## src/rtl/axi4_lite_pkg.sv

```systemverilog
// Shared AXI4-Lite types and widths for the
// initiator and the register-bank slaves.
package axi4_lite_pkg;

  localparam int AXI_DATA_W = 32;
  localparam int AXI_STRB_W = 4;

  typedef enum logic [1:0] {
    OKAY   = 2'b00,
    EXOKAY = 2'b01,
    SLVERR = 2'b10,
    DECERR = 2'b11
  } axi_resp_t;

endpackage

```

## src/rtl/axi4_lite_master.sv

```systemverilog
// Single-outstanding AXI4-Lite initiator with a
// per-transaction timeout that turns a hung slave into SLVERR.
module axi4_lite_master
  import axi4_lite_pkg::*;
#(
  parameter int addr_width     = 7,
  parameter int timeout_cycles = 1024
) (
  input  logic                  clk,
  input  logic                  rst_n,
  input  logic                  cmd_valid,
  output logic                  cmd_ready,
  input  logic                  cmd_write,
  input  logic [addr_width-1:0] cmd_addr,
  input  logic [AXI_DATA_W-1:0] cmd_wdata,
  input  logic [AXI_STRB_W-1:0] cmd_wstrb,
  output logic                  rsp_valid,
  input  logic                  rsp_ready,
  output logic [AXI_DATA_W-1:0] rsp_rdata,
  output logic [1:0]            rsp_resp,
  output logic                  rsp_timeout,
  output logic                  busy,
  output logic [addr_width-1:0] m_axi_awaddr,
  output logic [2:0]            m_axi_awprot,
  output logic                  m_axi_awvalid,
  input  logic                  m_axi_awready,
  output logic [AXI_DATA_W-1:0] m_axi_wdata,
  output logic [AXI_STRB_W-1:0] m_axi_wstrb,
  output logic                  m_axi_wvalid,
  input  logic                  m_axi_wready,
  input  logic [1:0]            m_axi_bresp,
  input  logic                  m_axi_bvalid,
  output logic                  m_axi_bready,
  output logic [addr_width-1:0] m_axi_araddr,
  output logic [2:0]            m_axi_arprot,
  output logic                  m_axi_arvalid,
  input  logic                  m_axi_arready,
  input  logic [AXI_DATA_W-1:0] m_axi_rdata,
  input  logic [1:0]            m_axi_rresp,
  input  logic                  m_axi_rvalid,
  output logic                  m_axi_rready
);

  typedef enum logic [2:0] {
    IDLE, WR_REQ, WR_RESP, RD_REQ, RD_DATA, RESPOND
  } state_e;

  localparam bit TO_EN = timeout_cycles > 0;
  localparam int CW =
    TO_EN ? $clog2(timeout_cycles + 1) : 1;
  localparam logic [CW-1:0] TO_LAST =
    CW'(TO_EN ? timeout_cycles - 1 : 0);

  state_e                state_q, state_d;
  logic                  cmd_ready_q, cmd_ready_d;
  logic                  busy_q, busy_d;
  logic                  awvalid_q, awvalid_d;
  logic                  wvalid_q, wvalid_d;
  logic                  aw_done_q, aw_done_d;
  logic                  w_done_q, w_done_d;
  logic                  bready_q, bready_d;
  logic                  arvalid_q, arvalid_d;
  logic                  rready_q, rready_d;
  logic                  rsp_valid_q, rsp_valid_d;
  logic [AXI_DATA_W-1:0] rsp_rdata_q, rsp_rdata_d;
  axi_resp_t             rsp_resp_q, rsp_resp_d;
  logic                  rsp_to_q, rsp_to_d;
  logic [addr_width-1:0] addr_q, addr_d;
  logic [AXI_DATA_W-1:0] wdata_q, wdata_d;
  logic [AXI_STRB_W-1:0] wstrb_q, wstrb_d;
  logic [CW-1:0]         cnt_q, cnt_d;
  logic                  abort;

  logic accept, on_bus, to_fire;
  logic aw_ok, w_ok;

  assign accept = cmd_valid & cmd_ready_q;
  assign on_bus = state_q inside
    {WR_REQ, WR_RESP, RD_REQ, RD_DATA};
  assign to_fire = TO_EN && on_bus
    && (cnt_q == TO_LAST);
  assign aw_ok = aw_done_q
    | (awvalid_q & m_axi_awready);
  assign w_ok = w_done_q
    | (wvalid_q & m_axi_wready);

  always_ff @(posedge clk or negedge rst_n) begin
    if (!rst_n) begin
      state_q     <= IDLE;
      cmd_ready_q <= 1'b0;
      busy_q      <= 1'b0;
      awvalid_q   <= 1'b0;
      wvalid_q    <= 1'b0;
      aw_done_q   <= 1'b0;
      w_done_q    <= 1'b0;
      bready_q    <= 1'b0;
      arvalid_q   <= 1'b0;
      rready_q    <= 1'b0;
      rsp_valid_q <= 1'b0;
      rsp_rdata_q <= '0;
      rsp_resp_q  <= OKAY;
      rsp_to_q    <= 1'b0;
      addr_q      <= '0;
      wdata_q     <= '0;
      wstrb_q     <= '0;
      cnt_q       <= '0;
    end else begin
      state_q     <= state_d;
      cmd_ready_q <= cmd_ready_d;
      busy_q      <= busy_d;
      awvalid_q   <= awvalid_d;
      wvalid_q    <= wvalid_d;
      aw_done_q   <= aw_done_d;
      w_done_q    <= w_done_d;
      bready_q    <= bready_d;
      arvalid_q   <= arvalid_d;
      rready_q    <= rready_d;
      rsp_valid_q <= rsp_valid_d;
      rsp_rdata_q <= rsp_rdata_d;
      rsp_resp_q  <= rsp_resp_d;
      rsp_to_q    <= rsp_to_d;
      addr_q      <= addr_d;
      wdata_q     <= wdata_d;
      wstrb_q     <= wstrb_d;
      cnt_q       <= cnt_d;
    end
  end

  // Completing handshakes are checked first so
  // they win over a timeout in the same cycle.
  always_comb begin
    state_d = state_q;
    abort   = 1'b0;
    unique case (state_q)
      IDLE:
        if (accept)
          state_d = cmd_write ? WR_REQ : RD_REQ;
      WR_REQ:
        if (aw_ok && w_ok) state_d = WR_RESP;
        else if (to_fire) abort = 1'b1;
      WR_RESP:
        if (m_axi_bvalid) state_d = RESPOND;
        else if (to_fire) abort = 1'b1;
      RD_REQ:
        if (m_axi_arready) state_d = RD_DATA;
        else if (to_fire) abort = 1'b1;
      RD_DATA:
        if (m_axi_rvalid) state_d = RESPOND;
        else if (to_fire) abort = 1'b1;
      RESPOND:
        if (rsp_ready) state_d = IDLE;
      default: state_d = IDLE;
    endcase
    if (abort) state_d = RESPOND;
  end

  always_comb begin
    cmd_ready_d = state_d == IDLE;
    busy_d      = state_d != IDLE;
    awvalid_d   = (state_d == WR_REQ)
      && ((state_q == IDLE)
      || (awvalid_q && !m_axi_awready));
    wvalid_d    = (state_d == WR_REQ)
      && ((state_q == IDLE)
      || (wvalid_q && !m_axi_wready));
    aw_done_d   = (state_q == WR_REQ) && aw_ok;
    w_done_d    = (state_q == WR_REQ) && w_ok;
    bready_d    = state_d == WR_RESP;
    arvalid_d   = state_d == RD_REQ;
    rready_d    = state_d == RD_DATA;
    rsp_valid_d = state_d == RESPOND;
    rsp_rdata_d = rsp_rdata_q;
    rsp_resp_d  = rsp_resp_q;
    rsp_to_d    = rsp_to_q;
    addr_d      = accept ? cmd_addr : addr_q;
    wdata_d     = accept ? cmd_wdata : wdata_q;
    wstrb_d     = accept ? cmd_wstrb : wstrb_q;
    cnt_d       = cnt_q;
    if (accept) cnt_d = '0;
    else if (on_bus) cnt_d = cnt_q + 1'b1;
    if (state_q != RESPOND && state_d == RESPOND) begin
      if (abort) begin
        rsp_rdata_d = '0;
        rsp_resp_d  = SLVERR;
        rsp_to_d    = 1'b1;
      end else if (state_q == WR_RESP) begin
        rsp_rdata_d = '0;
        rsp_resp_d  = axi_resp_t'(m_axi_bresp);
        rsp_to_d    = 1'b0;
      end else begin
        rsp_rdata_d = m_axi_rdata;
        rsp_resp_d  = axi_resp_t'(m_axi_rresp);
        rsp_to_d    = 1'b0;
      end
    end
  end

  assign cmd_ready     = cmd_ready_q;
  assign busy          = busy_q;
  assign rsp_valid     = rsp_valid_q;
  assign rsp_rdata     = rsp_rdata_q;
  assign rsp_resp      = rsp_resp_q;
  assign rsp_timeout   = rsp_to_q;
  assign m_axi_awaddr  = addr_q;
  assign m_axi_awprot  = 3'b000;
  assign m_axi_awvalid = awvalid_q;
  assign m_axi_wdata   = wdata_q;
  assign m_axi_wstrb   = wstrb_q;
  assign m_axi_wvalid  = wvalid_q;
  assign m_axi_bready  = bready_q;
  assign m_axi_araddr  = addr_q;
  assign m_axi_arprot  = 3'b000;
  assign m_axi_arvalid = arvalid_q;
  assign m_axi_rready  = rready_q;

endmodule

```

## config.mk

```make
export PLATFORM = sky130hd
export DESIGN_NAME = axi4_lite_master
export DESIGN_NICKNAME = d
export VERILOG_FILES = /design/src/rtl/axi4_lite_pkg.sv /design/src/rtl/axi4_lite_master.sv
export SDC_FILE = /design/constraint.sdc
export NUM_CORES = 1
export LEC_CHECK = 0
export BUFFER_PORTS_ARGS = -buffer_cell sky130_fd_sc_hd__buf_2
export CAP_MARGIN = 20
export CORE_MARGIN = 2
export CORE_UTILIZATION = 43
export DETAILED_ROUTE_END_ITERATION = 16
export GPL_ROUTABILITY_DRIVEN = 0
export PLACE_DENSITY = 0.87
export SKIP_LAST_GASP = 1
export SYNTH_ARGS = -nofsm -noshare
export SYNTH_HDL_FRONTEND = slang
export SYNTH_SLANG_ARGS = --single-unit
```

## constraint.sdc

```tcl
create_clock -name clk -period 1.7 [get_ports clk]
set_clock_uncertainty 0.05 [all_clocks]
set_input_delay 0.51 -clock clk [delete_from_list [all_inputs] [get_ports clk]]
set_output_delay 0.51 -clock clk [all_outputs]
set_load 0.05 [all_outputs]
```

==> After elaboration in Yosys (flattened, before gate mapping) <==
Index checks and enable logic that the tools add are counted.
{ "totals": {"regBits": 102, "inputBits": 89, "output_inout_bits": 99} }
{ "classes": {"addsub": 1, "n_eq_ne": 12, "n_mux": 22, "bitwise_logic": 5, "n_reduce_logical": 18} }
{ "op_table": {"columns": ["operator", "n"], "rows": [
  ["32-bit two-way mux", 2],
  ["11-bit two-way mux", 2],
  ["3-bit two-way mux", 7],
  ["3-bit case mux with 6 select lines", 1],
  ["3-bit by 2-bit == test with 1-bit output (second input constant)", 4],
  ["3-bit == test (second input constant)", 4],
  ["11-bit by 1-bit adder with 11-bit output (second input constant)", 1],
  ["11-bit by 10-bit == test with 1-bit output (second input constant)", 1],
  ["1-bit logical AND", 9],
  ["3-bit by 1-bit == test with 1-bit output (second input constant)", 2],
  ["3-bit zero test", 2],
  ["1-bit two-way mux", 6],
  ["2-bit two-way mux", 3],
  ["1-bit case mux with 4 select lines", 1],
  ["4-bit nonzero test", 1],
  ["1-bit AND", 3],
  ["3-bit inequality test (second input constant)", 1],
  ["3-bit nonzero test", 1],
  ["1-bit zero test", 2],
  ["1-bit logical OR", 2],
  ["1-bit OR", 2],
  ["2-bit nonzero test", 1]
]} }

==> Longest topological paths before layout <==
{ "depth": {"word_depth": 9, "ltp_mapped": 7, "depth_no_buf": 5} }

==> Worst setup path before layout <==
No wires, ideal clock.
{ "synth_timing": {"kind": "reg2reg", "start": "reg cmd_ready_q, in the netlist cmd_ready", "end": "reg awvalid_q, in the netlist m_axi_awvalid", "setup_ns": 0.125, "t_arrival_ns": 1.742, "slack_ns": -0.217, "path_stages_with_launch": 6, "n_path_buf": 1, "synth_period_minus_slack_ns": 1.917, "path_cell_list": "dfrtp_1 and2_1 clkbuf_1 a21oi_1 o221a_4 a2111oi_0"} }
{ "synth_via": {"elab_chain_len": 6} }
{ "synth_lines": {"columns": ["item", "line_no", "rtl"], "rows": [
  ["from (decl)", "axi4_lite_master.sv:55", "logic cmd_ready_q, cmd_ready_d;"],
  ["from (signal assigned)", "axi4_lite_master.sv:109", "cmd_ready_q <= cmd_ready_d;"],
  ["1-bit AND", "axi4_lite_master.sv:77", "assign accept = cmd_valid & cmd_ready_q;"],
  ["3-bit two-way mux", "axi4_lite_master.sv:136", "if (accept)"],
  ["3-bit case mux with 6 select lines", "axi4_lite_master.sv:134", "unique case (state_q)"],
  ["3-bit two-way mux", "axi4_lite_master.sv:154", "if (abort) state_d = RESPOND;"],
  ["3-bit by 1-bit == test with 1-bit output", "axi4_lite_master.sv:160", "awvalid_d = (state_d == WR_REQ)"],
  ["1-bit logical AND", "axi4_lite_master.sv:161", "&& ((state_q == IDLE)"],
  ["net awvalid_d", "axi4_lite_master.sv:57", "logic awvalid_q, awvalid_d;"],
  ["to (signal assigned)", "axi4_lite_master.sv:111", "awvalid_q <= awvalid_d;"],
  ["to (decl)", "axi4_lite_master.sv:57", null]
]} }
The timed path passes the listed nets, and every way through them passes these cells.
A chain may end at the register's enable or synchronous reset.

==> Worst setup path in the final report <==
{ "layout_timing": {"start": "reg state_q[1]", "end": "reg busy_q, in the netlist busy"} }
{ "layout_via": {"elab_chain_len": 8, "word_cells_on_any_way": 23} }
{ "layout_lines": {"columns": ["item", "line_no", "rtl"], "rows": [
  ["from (decl)", "axi4_lite_master.sv:54", "state_e state_q, state_d;"],
  ["from (signal assigned)", "axi4_lite_master.sv:108", "state_q <= state_d;"],
  ["3-bit by 1-bit == test with 1-bit output, or another cell as far along", "axi4_lite_master.sv:78, axi4_lite_master.sv:134", null],
  ["4-bit nonzero test", "axi4_lite_master.sv:78", "assign on_bus = state_q inside"],
  ["1-bit logical AND", "axi4_lite_master.sv:81", "&& (cnt_q == TO_LAST);"],
  ["1-bit two-way mux", null, null],
  ["1-bit two-way mux (on tied branches)", null, null],
  ["1-bit case mux with 4 select lines", "axi4_lite_master.sv:134", null],
  ["3-bit two-way mux *", "axi4_lite_master.sv:154", null],
  ["3-bit nonzero test *", "axi4_lite_master.sv:159", "busy_d = state_d != IDLE;"],
  ["net busy_d", "axi4_lite_master.sv:56", "logic busy_q, busy_d;"],
  ["to (signal assigned)", "axi4_lite_master.sv:110", "busy_q <= busy_d;"],
  ["to (decl)", "axi4_lite_master.sv:56", null]
]} }
The timed path passes the listed nets; every way through them passes the cells marked *.

==> impl_table.tex <==
\begin{tabular}{lr}
\hline
Metric & Value \\
\hline
\multicolumn{2}{l}{\textbf{Floorplan}} \\
\quad Number of top-level pins & roughly 190 \\
\quad Num rows & 37 \\
\quad Die outline height & between 100 and 150 µm \\
\quad Die W & 106 µm \\
\quad Area of the core & about 10000 µm² \\
\quad Die area & about 11000 µm² \\
\quad Initial core utilization & 0.441 \\
\multicolumn{2}{l}{\textbf{Power and ir drop}} \\
\quad PD cells & about 2200 nW/µm² \\
\quad Post-layout total power & $\sim$15000 µW \\
\quad Worst-case vdd ir drop & 1.49 mV \\
\quad Static Leakage & approximately 0.0034 µW \\
\multicolumn{2}{l}{\textbf{Clocking}} \\
\quad Number of clock buffers inserted by TritonCTS & 9 \\
\quad H-Tree Depth & 3 \\
\quad Clk sink count & 102 \\
\quad Bufs on Longest Clock Path & 2 \\
\quad Clock transition at path regs & $\sim$110 ps \\
\quad Insertion delay of the later-clocked pin in the worst-skew pair & $\sim$370 ps \\
\quad CTS Root Cell & sky130\_fd\_sc\_hd\_\_clkbuf\_8 \\
\quad CTS tree & done \\
\multicolumn{2}{l}{\textbf{STA}} \\
\quad Post-Route Hold Slack & 281 ps \\
\quad Final setup violation count & between 50 and 60 \\
\quad Final hold vios & 0 \\
\quad Peak Freq & just over 500 MHz \\
\quad Slew @ Worst Pin & between 500 and 600 ps \\
\quad Number of slew-limit violations in the final report & 0 \\
\quad Headroom to the max-slew limit & 0.611 \\
\quad Final worst path period share & 1.16 \\
\quad Post-route worst setup slack & -277 ps \\
\quad Time the worst path needs with I/O delays and setup & approximately 2000 ps \\
\quad Setup repair after global routing missed its margin & yes \\
\multicolumn{2}{l}{\textbf{Global route}} \\
\quad Most Used Layer, Global Route & met2 \\
\quad Met3 track demand over resource in global routing & 0.0540 \\
\quad Initial antenna violation count & 0 \\
\quad M2 GR Usage & 0.431 \\
\quad Grt total ovfl & 0 \\
\quad First-pass GRT wire length & $\sim$22000 µm \\
\quad Via count of the first global-routing pass & between 4000 and 5000 \\
\quad Largest net degree at the start of global routing & 55 \\
\quad Met1 global-route usage & 0.271 \\
\quad GRT Resource Usage Total & 0.247 \\
\multicolumn{2}{l}{\textbf{Synth}} \\
\quad Post-Synthesis Cell Area & about 4500 µm² \\
\quad Top FF cell, synth & sky130\_fd\_sc\_hd\_\_dfrtp\_1 \\
\quad Fraction of synthesis flops using an asynchronous set or reset pin & 1.00 \\
\quad Synth top area share & 0.566 \\
\quad Number of flops mapped to enable cells by yosys & 0 \\
\quad Average cell area after synthesis & approximately 9.4 µm² \\
\quad Most frequently used cell type in the post-synthesis netlist & sky130\_fd\_sc\_hd\_\_nand2\_1 \\
\quad Most frequent cells after synthesis & 169 x sky130\_fd\_sc\_hd\_\_nand2\_1, 102 x sky130\_fd\_sc\_hd\_\_dfrtp\_1, 33 x sky130\_fd\_sc\_hd\_\_o21ai\_1, 32 x sky130\_fd\_sc\_hd\_\_a22oi\_1, 17 x sky130\_fd\_sc\_hd\_\_clkbuf\_1 \\
\quad Post-synthesis cell count & about 480 \\
\quad Synthesis-stage register bit count & 102 \\
\quad Sequential area share after synthesis & 0.566 \\
\quad Library cell occupying the most area in the post-synthesis netlist & sky130\_fd\_sc\_hd\_\_dfrtp\_1 \\
\quad Cell variety after synth & 47 \\
\quad Top area cells in the synthesized netlist & sky130\_fd\_sc\_hd\_\_dfrtp\_1 57\%, sky130\_fd\_sc\_hd\_\_nand2\_1 14\%, sky130\_fd\_sc\_hd\_\_a22oi\_1 5.3\% \\
\quad Number of warnings printed during yosys synthesis & 0 \\
\multicolumn{2}{l}{\textbf{Route}} \\
\quad Iteration count of the initial detailed-routing pass & 4 \\
\quad Post-detailed-route wirelength per cell & 16.9 µm \\
\quad Via count & roughly 4500 \\
\quad Initial DRC count & between 300 and 400 \\
\quad Count of antenna-violating nets left after detailed routing & 0 \\
\quad Final WL & 14100 µm \\
\quad Post-detailed-route DRC marker count & 0 \\
\quad Avg Vias per Cell & roughly 5.3 \\
\multicolumn{2}{l}{\textbf{Finish}} \\
\quad Layout cells sized above 1 & 0.476 \\
\quad Final cell utilization of the core & 0.648 \\
\quad Antenna diode count & 0 \\
\quad Post-layout net count & around 790 \\
\quad P\&R area growth vs syn & 47.1\% \\
\quad Final-layout fill cell count & between 700 and 800 \\
\multicolumn{2}{l}{\textbf{Setup path}} \\
\quad Biggest fanout along the worst timing path & 5 \\
\quad Class of the most critical setup path & reg -> reg \\
\quad Data required time at the worst endpoint & between 1500 and 2000 ps \\
\quad Sort of element at the end of the critical path & flop \\
\quad Startpoint kind of the worst setup timing path & flop \\
\quad Flop-to-flop setup slack & -280 ps \\
\quad Arrival time at the worst endpoint & between 2000 and 2500 ps \\
\multicolumn{2}{l}{\textbf{Outcome}} \\
\quad Violated checks & negative setup slack \\
\quad Run status & finished, violations left \\
\multicolumn{2}{l}{\textbf{Hold path}} \\
\quad Worst min path class & in -> reg \\
\multicolumn{2}{l}{\textbf{Placed design}} \\
\quad Input/output buffers & between 150 and 200 \\
\quad DP Wirelength & between 9000 and 10000 µm \\
\multicolumn{2}{l}{\textbf{Flow run}} \\
\quad Count of maximum capacitance violations & 0 \\
\hline
\end{tabular}
metal layers:
metal | wire length, µm | part of all wire
met1 | 5240 | 0.37
met4 | 663 | 0.047
met5 | 0 | 0
met3 | 1110 | 0.079
met2 | 7120 | 0.50
critical path, cell delays in order, from the launching register on:
cell and delay (ps):
sky130_fd_sc_hd__dfrtp_1 410, sky130_fd_sc_hd__buf_6 140, sky130_fd_sc_hd__buf_6 110, sky130_fd_sc_hd__and2b_2 240, sky130_fd_sc_hd__a32oi_4 280, sky130_fd_sc_hd__o221a_4 260, sky130_fd_sc_hd__or3b_4 380
repair_timing:
| action | in CTS | in global routing |
|---|---|---|
| pin swaps | 40 | 13 |
| endpoints found under the setup margin | 53 | 56 |
| hold endpoints to repair | 21 | 0 |
| gates resized for setup | 78 | 22 |
| hold buffers | 1 | 0 |
| buffers inserted | 20 | 5 |
| gates cloned | 3 | 1 |
state kept, by name, summed over array words and instances, names as in the netlist:
name,count
state_q,3
cmd_ready,1
cnt_q,11
m_axi_arvalid,1
w_done_q,1
rsp_timeout,1
rsp_rdata,32
m_axi_awvalid,1
rsp_valid,1
m_axi_bready,1
aw_done_q,1
m_axi_araddr,7
m_axi_rready,1
rsp_resp,2
m_axi_wvalid,1
m_axi_wdata,32
busy,1
m_axi_wstrb,4
per-stage QoR:
| step | setup TNS [ps] | cells | worst slack (ps) | area (µm²) |
|---|---|---|---|---|
| floorplan | -537 | 483 | -122 | 4560 |
| global placement | -7220 | 797 | -187 | 5740 |
| detailed placement | -10650 | 797 | -282 | 5740 |
| CTS | -5780 | 834 | -178 | 6490 |
| global route | -11830 | 838 | -295 | 6630 |
| finish | -9040 | 838 | -277 | 6630 |
worst paths after layout:
path                                      start               to  depth (start not counted)
max in group asynchronous                 rst_n    rsp_rdata[17]                          3
worst min-delay path               cmd_wdata[8]   m_axi_wdata[8]                          3
worst max-delay path                 state_q[1]             busy                          6
min in group asynchronous                 rst_n       state_q[1]                          2
worst max register to register       state_q[1]             busy                          6
worst min register to register  m_axi_wdata[14]  m_axi_wdata[14]                          2
placed cells by master (no fill, tap or decap), types with 6 or more instances in the layout:
cell type	count
sky130_fd_sc_hd__a22oi_1	32
sky130_fd_sc_hd__buf_2	180
sky130_fd_sc_hd__buf_4	36
sky130_fd_sc_hd__buf_6	19
sky130_fd_sc_hd__clkbuf_8	9
sky130_fd_sc_hd__conb_1	6
sky130_fd_sc_hd__dfrtp_1	98
sky130_fd_sc_hd__nand2_1	168
sky130_fd_sc_hd__nor2_1	11
sky130_fd_sc_hd__o21ai_2	29
sky130_fd_sc_hd__xor2_1	6
cells by family after synthesis:
kind of cell             count (synthesis)  synth area share
multiplexers                             3           0.00694
other                                    1          0.000832
flip-flops                             102             0.566
buffers and inverters                   44            0.0511
AND/OR/NAND/NOR                        229             0.221
AO/OA/AOI/OAI                           92             0.140
XOR/XNOR                                 6            0.0117
adder cells (fa/ha/maj)                  1           0.00278
cell type report:
class / instances / area [µm²] / area share
Clock buffer: 9 / 124 / 0.0187
Multi-Input combinational cell: 337 / 2080 / 0.314
Clock inverter: 7 / 91.3 / 0.0138
Tap cell: 136 / 170 / 0.0257
Timing Repair Buffer: 245 / 1600 / 0.241
Inverter: 2 / 7.51 / 0.00113
Sequential cell: 102 / 2560 / 0.386
power breakdown:
part           switching [µW]  internal [µW]  total, µW
registers                 678           3410       4090
clock network             901            716       1620
logic                    6140           2890       9030
Note: power is estimated with default switching activity, not from simulation.
